$ cat config.mk
export PLATFORM = sky130hd
export DESIGN_NAME = serial_adder_sub
export DESIGN_NICKNAME = d
export VERILOG_FILES = /design/src/rtl/serial_adder_sub.sv
export SDC_FILE = /design/constraint.sdc
export NUM_CORES = 1
export LEC_CHECK = 0
export ABC_AREA = 1
export CAP_MARGIN = 10
export CORE_MARGIN = 3
export CORE_UTILIZATION = 55
export CTS_CLUSTER_SIZE = 25
export DETAILED_ROUTE_END_ITERATION = 16
export GPL_TIMING_DRIVEN = 1
export HOLD_SLACK_MARGIN = 0.15
export PLACE_DENSITY = 0.92
export SETUP_SLACK_MARGIN = 0.1
export SYNTH_ARGS = -nofsm -noshare
export SYNTH_HDL_FRONTEND = slang
export SYNTH_SLANG_ARGS = --single-unit
$ cat constraint.sdc
create_clock -name clk -period 3.6 [get_ports clk]
set_input_delay 0.36 -clock clk [delete_from_list [all_inputs] [get_ports clk]]
set_output_delay 0.36 -clock clk [all_outputs]
set_load 0.01 [all_outputs]
$ cat src/rtl/serial_adder_sub.sv
// serial_adder_sub
// Multi-cycle adder/subtractor. One BITS_PER_CYCLE-wide full-adder slice walks
// the WIDTH-bit operands LSB-first. A registered carry links successive slices.
// A start/busy/done handshake frames each operation. The result, carry-out and
// signed overflow are published together on the final slice edge and are never
// seen partially updated.

module serial_adder_sub #(
    parameter int WIDTH          = 8,
    parameter int BITS_PER_CYCLE = 1
) (
    input  logic             clk,
    input  logic             rst_n,
    input  logic             start,
    input  logic             sub,
    input  logic             cin,
    input  logic [WIDTH-1:0] a,
    input  logic [WIDTH-1:0] b,
    output logic             busy,
    output logic             done,
    output logic [WIDTH-1:0] sum,
    output logic             cout,
    output logic             overflow
);

    localparam int B     = BITS_PER_CYCLE;
    localparam int STEPS = WIDTH / BITS_PER_CYCLE;
    // One spare bit keeps the counter legal when STEPS = 1.
    localparam int CNT_W = $clog2(STEPS) + 1;

    if ((WIDTH < 2) || (BITS_PER_CYCLE < 1) || ((WIDTH % BITS_PER_CYCLE) != 0)) begin : g_param_check
        $error("serial_adder_sub: WIDTH must be >= 2 and a multiple of BITS_PER_CYCLE");
    end

    typedef enum logic [1:0] {
        IDLE = 2'd0,
        RUN  = 2'd1,
        DONE = 2'd2
    } state_t;

    // Ripple a B-bit slice.
    // The result is packed as {carry into top bit, carry out, slice sum}.
    // The carry into the top bit of the slice is only meaningful on the MSB
    // slice, where it becomes the carry into bit WIDTH-1 for overflow.
    function automatic logic [B+1:0] slice_add(
        input logic [B-1:0] x,
        input logic [B-1:0] y,
        input logic         c_in
    );
        logic [B-1:0] s;
        logic         c;
        logic         c_top;
        s     = '0;
        c     = c_in;
        c_top = c_in;
        for (int i = 0; i < B; i++) begin
            if (i == B - 1) begin
                c_top = c;
            end
            s[i] = x[i] ^ y[i] ^ c;
            c    = (x[i] & y[i]) | (c & (x[i] ^ y[i]));
        end
        return {c_top, c, s};
    endfunction

    state_t             state_q, state_d;
    logic [WIDTH-1:0]   opa_q, opa_d;
    logic [WIDTH-1:0]   opb_q, opb_d;
    logic [WIDTH-1:0]   acc_q, acc_d;
    logic               carry_q, carry_d;
    logic [CNT_W-1:0]   cnt_q, cnt_d;
    logic [WIDTH-1:0]   sum_q, sum_d;
    logic               cout_q, cout_d;
    logic               ovf_q, ovf_d;

    logic [B+1:0]       slice_res;
    logic [B-1:0]       slice_sum;
    logic               slice_cout;
    logic               slice_ctop;
    logic [WIDTH-1:0]   acc_shift;
    logic               last_step;

    // Slice arithmetic on the low bits of the operand shift registers.
    always_comb begin
        slice_res  = slice_add(opa_q[B-1:0], opb_q[B-1:0], carry_q);
        slice_sum  = slice_res[B-1:0];
        slice_cout = slice_res[B];
        slice_ctop = slice_res[B+1];
        // The result register fills from the top, so after STEPS shifts the
        // first slice has reached bit 0.
        acc_shift                = acc_q >> B;
        acc_shift[WIDTH-1 -: B]  = slice_sum;
        last_step                = (cnt_q == CNT_W'(STEPS - 1));
    end

    // Next-state logic and handshake outputs for the IDLE/RUN/DONE sequencer.
    always_comb begin
        state_d = state_q;
        opa_d   = opa_q;
        opb_d   = opb_q;
        acc_d   = acc_q;
        carry_d = carry_q;
        cnt_d   = cnt_q;
        sum_d   = sum_q;
        cout_d  = cout_q;
        ovf_d   = ovf_q;
        busy    = 1'b0;
        done    = 1'b0;

        case (state_q)
            IDLE, DONE: begin
                done    = (state_q == DONE);
                state_d = IDLE;
                if (start) begin
                    // Subtraction is a + ~b + 1: invert b once on capture and
                    // force the first carry in, so the slice only ever adds.
                    opa_d   = a;
                    opb_d   = sub ? ~b : b;
                    carry_d = sub ? 1'b1 : cin;
                    cnt_d   = '0;
                    state_d = RUN;
                end
            end
            RUN: begin
                busy    = 1'b1;
                opa_d   = opa_q >> B;
                opb_d   = opb_q >> B;
                acc_d   = acc_shift;
                carry_d = slice_cout;
                cnt_d   = cnt_q + 1'b1;
                if (last_step) begin
                    // All visible results update together on this edge only.
                    sum_d   = acc_shift;
                    cout_d  = slice_cout;
                    ovf_d   = slice_ctop ^ slice_cout;
                    state_d = DONE;
                end
            end
            default: begin
                state_d = IDLE;
            end
        endcase
    end

    // State, datapath and result registers with synchronous active-low reset.
    always_ff @(posedge clk) begin
        if (!rst_n) begin
            state_q <= IDLE;
            opa_q   <= '0;
            opb_q   <= '0;
            acc_q   <= '0;
            carry_q <= 1'b0;
            cnt_q   <= '0;
            sum_q   <= '0;
            cout_q  <= 1'b0;
            ovf_q   <= 1'b0;
        end else begin
            state_q <= state_d;
            opa_q   <= opa_d;
            opb_q   <= opb_d;
            acc_q   <= acc_d;
            carry_q <= carry_d;
            cnt_q   <= cnt_d;
            sum_q   <= sum_d;
            cout_q  <= cout_d;
            ovf_q   <= ovf_d;
        end
    end

    assign sum      = sum_q;
    assign cout     = cout_q;
    assign overflow = ovf_q;

endmodule

== Word level (Yosys, flattened, before mapping) ==
Index checks and enable logic that the tools add are counted.

* Register bits after elaboration: 41
* Input bits: 21
* Output and inout port bits: 12
* Word-level logic and storage cells: 42

* Add/sub/neg operators: 1
* Eq/ne operators: 5
* Muxes and demuxes: 15
* Bitwise operators: 7
* Reduce and logical (&&, ||, !) cells: 5

{| class="wikitable"
|+ Operators with widths
! kind !! number
|-
| case mux 8 bit (2 select lines) || 2
|-
| two-way mux 8 bit || 3
|-
| inverter 8 bit || 1
|-
| case mux 4 bit (2 select lines) || 1
|-
| two-way mux 1 bit || 5
|-
| adder 4 x 1 -> 4 bit (second input constant) || 1
|-
| == test 4 x 3 -> 1 bit (second input constant) || 1
|-
| two-way mux 4 bit || 1
|-
| != test 2 bit (second input constant) || 2
|-
| case mux 2 bit (2 select lines) || 1
|-
| AND reduction 2 bit || 2
|-
| bitwise XOR 1 bit || 3
|-
| AND 1 bit || 2
|-
| == test 2 x 1 -> 1 bit (second input constant) || 1
|-
| == test 2 bit (second input constant) || 1
|-
| logical NOT 2 bit || 1
|-
| two-way mux 2 bit || 1
|-
| case mux 1 bit (2 select lines) || 1
|-
| nonzero test 2 bit || 1
|-
| OR reduction 2 bit || 1
|-
| OR 1 bit || 1
|}

== Logic depth before layout (Yosys ltp) ==
Gate-level depths: netlist of run 1.

* Depth after elaboration: 4
* Gate-level depth with buffers: 7
* Depth with buffers taken out: 6

== Least setup slack after synthesis of run 1 ==
No wires, ideal clock.

* Path kind: reg-to-reg
* Start: register opa_q[0]
* End: register ovf_q (netlist: overflow)
* Library setup time: 0.113 ns
* Arrival: 1.065 ns
* Required time: 3.487 ns
* Slack: 2.422 ns
* Cell stages (with the launch flop): 6
* Path buffers: 0
* Clock period less this slack: 1.178 ns
* Path through: dfxtp_1 fa_1 xnor2_1 nand2_1 nand2_1 nor2_1

* Longest elaborated chain between the ends: 4
* Elaborated cells between the ends (all ways): 5
* Those cells by class: bitwise: 5

{| class="wikitable"
|+ RTL lines
! what !! line !! text
|-
| from (decl) || 67 || <nowiki>logic [WIDTH-1:0] opa_q, opa_d;</nowiki>
|-
| from (signal assigned) || 159 || <nowiki>opa_q <= opa_d;</nowiki>
|-
| bitwise XOR 1 bit || 61 || <nowiki>c = (x[i] & y[i]) | (c & (x[i] ^ y[i]));</nowiki>
|-
| AND 1 bit || 61 ||
|-
| OR 1 bit (*) || 61 ||
|-
| via slice_cout || 78 || <nowiki>logic slice_cout;</nowiki>
|-
| bitwise XOR 1 bit (*) || 135 || <nowiki>ovf_d = slice_ctop ^ slice_cout;</nowiki>
|-
| to (signal assigned) || 166 || <nowiki>ovf_q <= ovf_d;</nowiki>
|-
| to (decl) || 74 || <nowiki>logic ovf_q, ovf_d;</nowiki>
|}

The timed path passes the listed nets; every way through them passes the cells marked *.
A chain may end at the register's enable or synchronous reset.

== Final worst setup path of run 1 ==
* Start: register state_q[0]
* End: output port busy

* Longest elaborated chain between the ends: 2

{| class="wikitable"
|+ RTL lines
! what !! line !! text
|-
| from (decl) || 66 || <nowiki>state_t state_q, state_d;</nowiki>
|-
| from (signal assigned) || 158 || <nowiki>state_q <= state_d;</nowiki>
|-
| == test 2 x 1 -> 1 bit || 110 || <nowiki>case (state_q)</nowiki>
|-
| two-way mux 1 bit || 110 ||
|-
| to (decl) || 19 || <nowiki>output logic busy,</nowiki>
|}

Every way passes these cells.

==> results of run 1 <==
power by group:
| part | internal (W) | switching, W | leakage, nW |
|---|---|---|---|
| Sequential | 0.000466 | 0.0000143 | 0.327 |
| Clock | 0.0000929 | 0.000136 | 0.0380 |
| Combinational | 0.0000528 | 0.0000700 | 0.603 |
placed cells by master (no fill, tap or decap):
master	n
inv_1	36
nand2_2	2
clkbuf_8	1
xnor2_1	1
buf_4	1
inv_2	2
nor2_2	1
clkdlybuf4s50_1	32
clkinv_2	2
nand2_4	1
nor2_1	14
o21ai_0	17
nor2_4	2
dfxtp_1	40
or2_2	1
nand3_1	31
clkbuf_4	5
ha_1	1
a21oi_1	20
a211oi_1	1
nand2_1	76
fa_1	1
metal layers:
metal  vias up  share of wire [%]  GRT usage [%]
met5         -                  0              0
met1       708                 44           21.8
met3         7                5.6           5.35
met4         0                2.0           8.82
li1        859                  -              -
met2        45                 49           30.4
cell families after synthesis:
family                   after synthesis
AO/OA/AOI/OAI                         38
XOR/XNOR                               1
adder cells (fa/ha/maj)                2
buffers and inverters                 49
flip-flops                            40
AND/OR/NAND/NOR                      128
final timing paths:
path,from,to,depth (start not counted)
min,acc_q[7]$_SDFFE_PN0P_,acc_q[7]$_SDFFE_PN0P_,2
max reg2reg,state_q[0]$_SDFFE_PN0P_,sum[0]$_SDFFE_PN0P_,5
max,state_q[0]$_SDFFE_PN0P_,busy,3
min reg2reg,acc_q[7]$_SDFFE_PN0P_,acc_q[7]$_SDFFE_PN0P_,2
area by class of cell:
| cell class | count | area [µm²] | share of cell area (%) |
|---|---|---|---|
| timing repair buffer | 33 | 328 | 15.1 |
| clock buffer | 6 | 51.3 | 2.36 |
| multi-input combinational | 169 | 786 | 36.2 |
| tap | 44 | 55.1 | 2.53 |
| sequential | 40 | 801 | 36.8 |
| inverter | 38 | 143 | 6.56 |
| clock inverter | 2 | 10.0 | 0.461 |
registers in the layout (all words and copies together) (netlist names):
| register | cells |
|---|---|
| acc_q | 7 |
| cnt_q | 4 |
| opb_q | 8 |
| cout | 1 |
| opa_q | 8 |
| state_q | 2 |
| overflow | 1 |
| carry_q | 1 |
| sum | 8 |
worst max-delay path, stage by stage, from the launching register on:
cell and delay [ns]:
dfxtp_1 0.43, inv_2 0.09, nor2_4 0.39, clkdlybuf4s50_1 0.63
stage by stage:
stage	power, W	setup WS (ns)	hold slack (ns)	cell area [µm²]	utilization (%)
floorplan	0.000575	2.42	0.435	1790	-
global placement	0.000608	1.73	0.450	2110	68.6
detailed placement	0.000613	1.70	0.456	2110	68.6
CTS	0.000839	1.36	0.473	2170	70.6
global route	0.000878	1.22	0.487	2170	70.6
finish	0.000832	1.36	0.471	2170	70.6
Yosys cell counts (all sizes together):
cell type / number / area, µm²
inv: 38 / 143
buf: 8 / 53.8
clkbuf: 3 / 11.3
fa: 1 / 20.0
or2: 1 / 6.26
nand2: 79 / 309
nand3: 31 / 155
a211oi: 1 / 7.51
xnor2: 1 / 8.76
a21oi: 20 / 100
o21ai: 17 / 85.1
ha: 1 / 12.5
dfxtp: 40 / 801
nor2: 17 / 81.3
==> flow_metrics.env, run 1 <==
export IMPL_status="complete, no violations"
export IMPL_num_vias=1619
export IMPL_cts_root_buf="clkbuf_4"
export IMPL_layout_drive_gt1_share_pct=6.25
export IMPL_n_antenna_cell=0
export IMPL_wirelength_um=3420
export IMPL_coreArea_um2=3080
export IMPL_fin_worst_skew_ns=0.00906
export IMPL_fin_crit_ns=2.24
export IMPL_die_area_um2=3980
export IMPL_setup_viol=0
export IMPL_syn_cell_area_um2=1790
export IMPL_postCtsSetupBuffers=0
export IMPL_reg2reg_slack_ns=1.96
export IMPL_synth_seq_cells=40
export IMPL_fp_dieW_um=63.1
export IMPL_cp_arrival_ns=1.88
export IMPL_drv_cap=0
export IMPL_ys_warn_count=0
export IMPL_synthAdderAreaFrac_pct=1.81
export IMPL_crit_path_max_fanout=23
export IMPL_post_dp_hpwl_um=2530
export IMPL_synth_compound_area_share_pct=10.7
export IMPL_die_h_um=63.1
export IMPL_ys_seq_area_share_pct=44.6
export IMPL_drt_initial_drc_count=102
export IMPL_synth_simple_area_share_pct=30.8
export IMPL_p_leak_nw=0.968
export IMPL_muxShareOfSynthArea_pct=0
export IMPL_drtAntennaViolNets=0
export IMPL_grt_use_total_pct=18.4
export IMPL_fin_nets=310
export IMPL_grt_pass1_wl_um=5910
export IMPL_cts_repair_resized=0
export IMPL_worstMarginPinSlew_ns=0.620
export IMPL_hold_viol=0
export IMPL_drc_errors=0
export IMPL_routedWlPerCell_um=10.3
export IMPL_dpl_cell_count=324
export IMPL_grt_overflow=0
export IMPL_cts_sinks=40
export IMPL_htree_levels=2
export IMPL_hold_class="reg2reg"
export IMPL_synth_nets=281
export IMPL_gp_congestion=0.761
export IMPL_setup_tns_ns=0
export IMPL_antenna_found_initial=0
export IMPL_clockBufferDepth=2
export IMPL_fmax_mhz=447
export IMPL_synth_xor_area_share_pct=0.488
export IMPL_grt_pass1_vias=1445
export IMPL_rsz0062_at_grt="false"
export IMPL_synth_cells=258
export IMPL_path_class="reg2out"
export IMPL_grt_max_degree=24
export IMPL_areaGrowthSynthToFinish_pct=21.1
export IMPL_cts_made_buffers=5
export IMPL_postCtsHoldBufs=0
export IMPL_slew_violations=0
export IMPL_fillers=253
export IMPL_drt_pass1_iterations=5
export IMPL_viasPerCell=4.88
export IMPL_insertion_delay_ns=0.34
export IMPL_irDropWorstVdd_mv=0.268
export IMPL_p_per_area_nw_per_um2=383
export IMPL_clk_pin_slew_ns=0.11
export IMPL_cp_start_kind="flip-flop"
export IMPL_syn_area_per_cell_um2=6.95
export IMPL_synth_distinct_cells=21
export IMPL_start_util_pct=58.3
export IMPL_period_share_pct=62.1
export IMPL_io_pins=33
export IMPL_port_buffers=32
export IMPL_cp_required_ns=3.24
export IMPL_cts_tree="done"
export IMPL_max_slew_margin_pct=58.6
export IMPL_cp_end_kind="output pin"
export IMPL_row_count=20
export IMPL_synth_top_family_by_area="simple AND/OR/NAND/NOR gates"
export IMPL_stdcell_count=332
No activity file was read; power rests on OpenSTA's default activity.
==> run 2, diff against run 1 <==
CORE_UTILIZATION = 46   (was 55)
PLACE_DENSITY = 0.83   (was 0.92)
clock period = 2.04 ns   (was 3.6 ns; I/O delays follow)
==> run 2 against run 1 <==
Compared with the run above: global-route usage decreased by 0.71 points; sequential power increased by 76%; clock skew about the same; die area increased by 18%; worst setup slack got worse by 1.1 ns; worst hold slack got worse by 0.00087 ns; clock power increased to 2.9 times the previous value; critical path depth unchanged; power increased by 110%; core utilization decreased by 10 points; count of clock-buffer cells in the layout decreased by 1; critical endpoint unchanged; largest power group unchanged.
==> flow_metrics.env, run 2 (same netlist as run 1, synthesis figures left out) <==
export IMPL_die_area_um2=4690
export IMPL_final_seq_area_um2=801
export IMPL_row_count=22
export IMPL_die_h_um=68.5
export IMPL_wirelength_um=3470
export IMPL_post_dp_hpwl_um=2570
export IMPL_timing_rr_start="state_q[0]$_SDFFE_PN0P_"
export IMPL_viasPerCell=4.71
export IMPL_path_class="reg2out"
export IMPL_grt_overflow=0
export IMPL_clockBufferDepth=2
export IMPL_dpl_instance_area_um2=2130
export IMPL_grt_max_degree=23
export IMPL_final_cell_mix="nand2_1 (76), dfxtp_1 (40), inv_1 (36)"
export IMPL_stdcell_count=338
export IMPL_path_buf_inv=2
export IMPL_fp_dieW_um=68.5
export IMPL_fillers=356
export IMPL_slowest_delay_ns=0.59
export IMPL_reg2reg_slack_ns=0.63
export IMPL_holdWs_ns=0.470
export IMPL_min_from="acc_q[6]$_SDFFE_PN0P_"
export IMPL_drt_pass1_iterations=4
export IMPL_r2r_end="sum[5]$_SDFFE_PN0P_"
export IMPL_pre_cts_ws_ns=0.401
export IMPL_period_share_pct=89.0
export IMPL_cts_repair_resized=0
export IMPL_areaGrowthSynthToFinish_pct=25.2
export IMPL_rsz0062_at_grt="false"
export IMPL_status="complete, no violations"
export IMPL_postCtsSetupBuffers=0
export IMPL_worstMarginPinSlew_ns=0.400
export IMPL_hold_viol=0
export IMPL_cp_top_family="buffers and inverters"
export IMPL_port_buffers=32
export IMPL_cp_start_kind="flip-flop"
export IMPL_drv_cap=0
export IMPL_slowest_stage="clkdlybuf4s50_1"
export IMPL_irDropWorstVdd_mv=0.476
export IMPL_hold_class="reg2reg"
export IMPL_drc_errors=0
export IMPL_cts_tree="done"
export IMPL_max_slew_margin_pct=73.3
export IMPL_htree_levels=2
export IMPL_grt_use_total_pct=17.7
export IMPL_cts_sinks=40
export IMPL_p_leak_nw=0.995
export IMPL_start_util_pct=48.3
export IMPL_multi_input_area_um2=786
export IMPL_worstPathCellList="inv_2 -> nor2_4 -> clkdlybuf4s50_1"
export IMPL_gp_congestion=0.783
export IMPL_insertion_delay_ns=0.30
export IMPL_cts_root_buf="clkbuf_8"
export IMPL_num_vias=1592
export IMPL_crit_path_max_fanout=11
export IMPL_clk_pin_slew_ns=0.08
export IMPL_fin_crit_ns=1.82
export IMPL_hold_depth=2
export IMPL_cts_made_buffers=5
export IMPL_setup_viol=0
export IMPL_grt_pass1_vias=1427
export IMPL_layout_drive_gt1_share_pct=6.90
export IMPL_cp_end_kind="output pin"
export IMPL_antenna_found_initial=0
export IMPL_setup_ws_ns=0.224
export IMPL_cp_required_ns=1.84
export IMPL_fmax_mhz=551
export IMPL_slew_violations=0
export IMPL_io_pins=33
export IMPL_routedWlPerCell_um=10.3
export IMPL_fin_worst_skew_ns=0.00919
export IMPL_postCtsHoldBufs=0
export IMPL_setup_tns_ns=0
export IMPL_drt_initial_drc_count=93
export IMPL_fin_nets=312
export IMPL_final_area_um2=2250
export IMPL_grt_pass1_wl_um=6160
export IMPL_worstRegToRegCells=4
export IMPL_dpl_cell_count=330
export IMPL_drtAntennaViolNets=0
export IMPL_holdPathEnd="acc_q[6]$_SDFFE_PN0P_"
export IMPL_p_per_area_nw_per_um2=769
export IMPL_final_common_cell="nand2_1"
export IMPL_cp_arrival_ns=1.61
export IMPL_coreArea_um2=3720
export IMPL_n_antenna_cell=0
[run 2: how the worst max path moves through the flow]
stage / cells past startpoint / startpoint / slack, ns / end
floorplan: 5 / opa_q[0]$_SDFFE_PN0P_ / 0.86 / overflow$_SDFFE_PN0P_
global placement: 3 / rst_n / 0.50 / acc_q[1]$_SDFFE_PN0P_
detailed placement: 3 / rst_n / 0.40 / acc_q[1]$_SDFFE_PN0P_
CTS: 3 / state_q[0]$_SDFFE_PN0P_ / 0.21 / busy
global route: 3 / state_q[0]$_SDFFE_PN0P_ / 0.11 / busy
finish: 3 / state_q[0]$_SDFFE_PN0P_ / 0.22 / busy
[run 2: report_power, final]
group	switching, W	internal [W]
Sequential	0.0000249	0.000822
Combinational	0.000123	0.0000969
Clock	0.000292	0.000368
Total	0.000440	0.00129
[run 2: stage by stage]
step | power, W | util [%]
floorplan | 0.00102 | -
global placement | 0.00108 | 57.4
detailed placement | 0.00108 | 57.4
CTS | 0.00174 | 60.5
global route | 0.00181 | 60.5
finish | 0.00173 | 60.5
[run 2: worst reg2reg max path, cell delays in order (launching register included)]
cell and delay, ns:
dfxtp_1 0.41, nand2_2 0.28, nor2_4 0.25, nand2_1 0.19, o21ai_0 0.21
[run 2: area by class of cell]
cell class / instances / share of cell area (%)
clock buffers: 5 / 3.06
clock inverters: 3 / 2.06
inverters: 38 / 6.35
multi-input cells: 169 / 35.0
flip-flops and latches: 40 / 35.6
well taps: 48 / 2.67
repair buffers: 35 / 15.3
[run 2: metal layers]
| metal | wire [µm] | track usage [%] | part of all wire [%] |
|---|---|---|---|
| met1 | 1630 | 21.4 | 47 |
| met2 | 1640 | 28.8 | 47 |
| met3 | 169 | 6.40 | 4.9 |
| met4 | 25 | 5.96 | 0.72 |
| met5 | 0 | 0 | 0 |
==> run 3, diff against run 2 <==
CORE_ASPECT_RATIO = 0.7   (was default)
==> run 3 against run 2 <==
Compared with the run above: register-to-register slack got worse by 0.18 ns; fmax increased by 6.4%; cell count increased by 0.59%; via count increased by 1.4%; non-clock buffer count unchanged; combinational power about the same; count of clock-buffer cells in the layout unchanged; sequential cell count unchanged; die area increased by 0.24%; sequential power about the same; global-route usage decreased by 0.94 points; worst setup slack improved by 0.11 ns.
==> flow_metrics.env, run 3 (same netlist as run 1, synthesis figures left out) <==
export IMPL_path_class="reg2out"
export IMPL_io_pins=33
export IMPL_final_area_um2=2220
export IMPL_crit_path_max_fanout=4
export IMPL_row_count=18
export IMPL_cp_start_kind="flip-flop"
export IMPL_final_cell_mix="nand2_1 (76), dfxtp_1 (40), inv_1 (36)"
export IMPL_irDropWorstVdd_mv=0.451
export IMPL_fillers=345
export IMPL_n_antenna_cell=0
export IMPL_grt_pass1_vias=1382
export IMPL_cp_end_kind="output pin"
export IMPL_grt_use_total_pct=16.8
export IMPL_viasPerCell=4.75
export IMPL_worstPathCellList="inv_2 -> nor2_4 -> clkdlybuf4s50_1"
export IMPL_p_leak_nw=0.987
export IMPL_fin_crit_ns=1.71
export IMPL_cts_made_buffers=5
export IMPL_fin_nets=312
export IMPL_cp_required_ns=1.84
export IMPL_cp_arrival_ns=1.50
export IMPL_fp_dieW_um=80.6
export IMPL_die_h_um=58.3
export IMPL_cts_sinks=40
export IMPL_grt_overflow=0
export IMPL_grt_max_degree=23
export IMPL_gp_congestion=0.798
export IMPL_drc_errors=0
export IMPL_die_area_um2=4700
export IMPL_hold_viol=0
export IMPL_clk_pin_slew_ns=0.08
export IMPL_holdWs_ns=0.466
export IMPL_areaGrowthSynthToFinish_pct=23.8
export IMPL_htree_levels=2
export IMPL_coreArea_um2=3630
export IMPL_cts_repair_resized=0
export IMPL_slew_violations=0
export IMPL_fmax_mhz=586
export IMPL_dpl_instance_area_um2=2130
export IMPL_postCtsHoldBufs=0
export IMPL_grt_pass1_wl_um=6000
export IMPL_wirelength_um=3660
export IMPL_hold_class="reg2reg"
export IMPL_num_vias=1614
export IMPL_hold_depth=2
export IMPL_antenna_found_initial=0
export IMPL_port_buffers=32
export IMPL_drv_cap=0
export IMPL_slowest_stage="clkdlybuf4s50_1"
export IMPL_worstMarginPinSlew_ns=0.616
export IMPL_max_slew_margin_pct=58.9
export IMPL_cts_tree="done"
export IMPL_insertion_delay_ns=0.30
export IMPL_post_dp_hpwl_um=2590
export IMPL_clockBufferDepth=2
export IMPL_routedWlPerCell_um=10.8
export IMPL_cts_root_buf="clkbuf_8"
export IMPL_setup_tns_ns=0
export IMPL_setup_viol=0
export IMPL_postCtsSetupBuffers=0
export IMPL_status="complete, no violations"
export IMPL_slowest_delay_ns=0.55
export IMPL_p_per_area_nw_per_um2=713
export IMPL_stdcell_count=340
export IMPL_fin_worst_skew_ns=0.00812
export IMPL_final_common_cell="nand2_1"
export IMPL_worstRegToRegCells=6
export IMPL_rsz0062_at_grt="false"
export IMPL_start_util_pct=49.5
export IMPL_dpl_cell_count=332
export IMPL_pre_cts_ws_ns=0.295
export IMPL_drt_initial_drc_count=86
export IMPL_period_share_pct=83.7
export IMPL_drtAntennaViolNets=0
export IMPL_drt_pass1_iterations=4
export IMPL_layout_drive_gt1_share_pct=6.90
export IMPL_setup_ws_ns=0.333
==> run 3: cell types whose count changed in the layout (fill, tap and decap cells not counted), sizes merged <==
cell | previous run | this run
inv | 39 | 38
bufinv | 1 | 0
clkinv | 0 | 3
clkinvlp | 1 | 0
==> run 3: worst max-delay path: cells and delay by family, from the launching register on <==
kind	cells	cell delay (ns)
flip-flops	1	0.44
buffers and inverters	2	0.65
AND/OR/NAND/NOR	1	0.12
==> run 3: area by class of cell <==
cell class	count	area, µm²	share of cell area [%]
Tap cell	50	62.6	2.82
Multi-Input combinational cell	169	786	35.4
Inverter	38	143	6.42
Sequential cell	40	801	36.0
Clock inverter	3	18.8	0.845
Clock buffer	5	68.8	3.10
Timing Repair Buffer	35	343	15.4
==> run 3: per-layer routing <==
| layer | up-vias | wire length, µm | global-route usage, % |
|---|---|---|---|
| met4 | 0 | 69 | 8.67 |
| met1 | 711 | 1770 | 20.8 |
| met2 | 33 | 1620 | 26.5 |
| met5 | - | 0 | 0 |
| li1 | 864 | - | - |
| met3 | 6 | 202 | 4.81 |
==> run 3: worst paths after layout <==
kind	from	end	slack, ns
worst max register to register	state_q[0]$_SDFFE_PN0P_	sum[0]$_SDFFE_PN0P_	0.45
worst min-delay path	acc_q[3]$_SDFFE_PN0P_	acc_q[3]$_SDFFE_PN0P_	0.47
worst min register to register	acc_q[3]$_SDFFE_PN0P_	acc_q[3]$_SDFFE_PN0P_	0.47
worst max-delay path	state_q[0]$_SDFFE_PN0P_	busy	0.33
==> run 3: through the flow <==
stage               util, %  total power (W)
global route           61.3          0.00167
floorplan                 -          0.00102
global placement       58.9          0.00108
detailed placement     58.9          0.00109
finish                 61.3          0.00158
CTS                    61.3          0.00160
==> run 3: where the power goes <==
| part | switching [W] | leakage, nW | internal [W] |
|---|---|---|---|
| combinational | 0.000126 | 0.613 | 0.0000960 |
| clock | 0.000278 | 0.0479 | 0.000238 |
| sequential | 0.0000250 | 0.327 | 0.000822 |
| total | 0.000429 | 0.987 | 0.00116 |
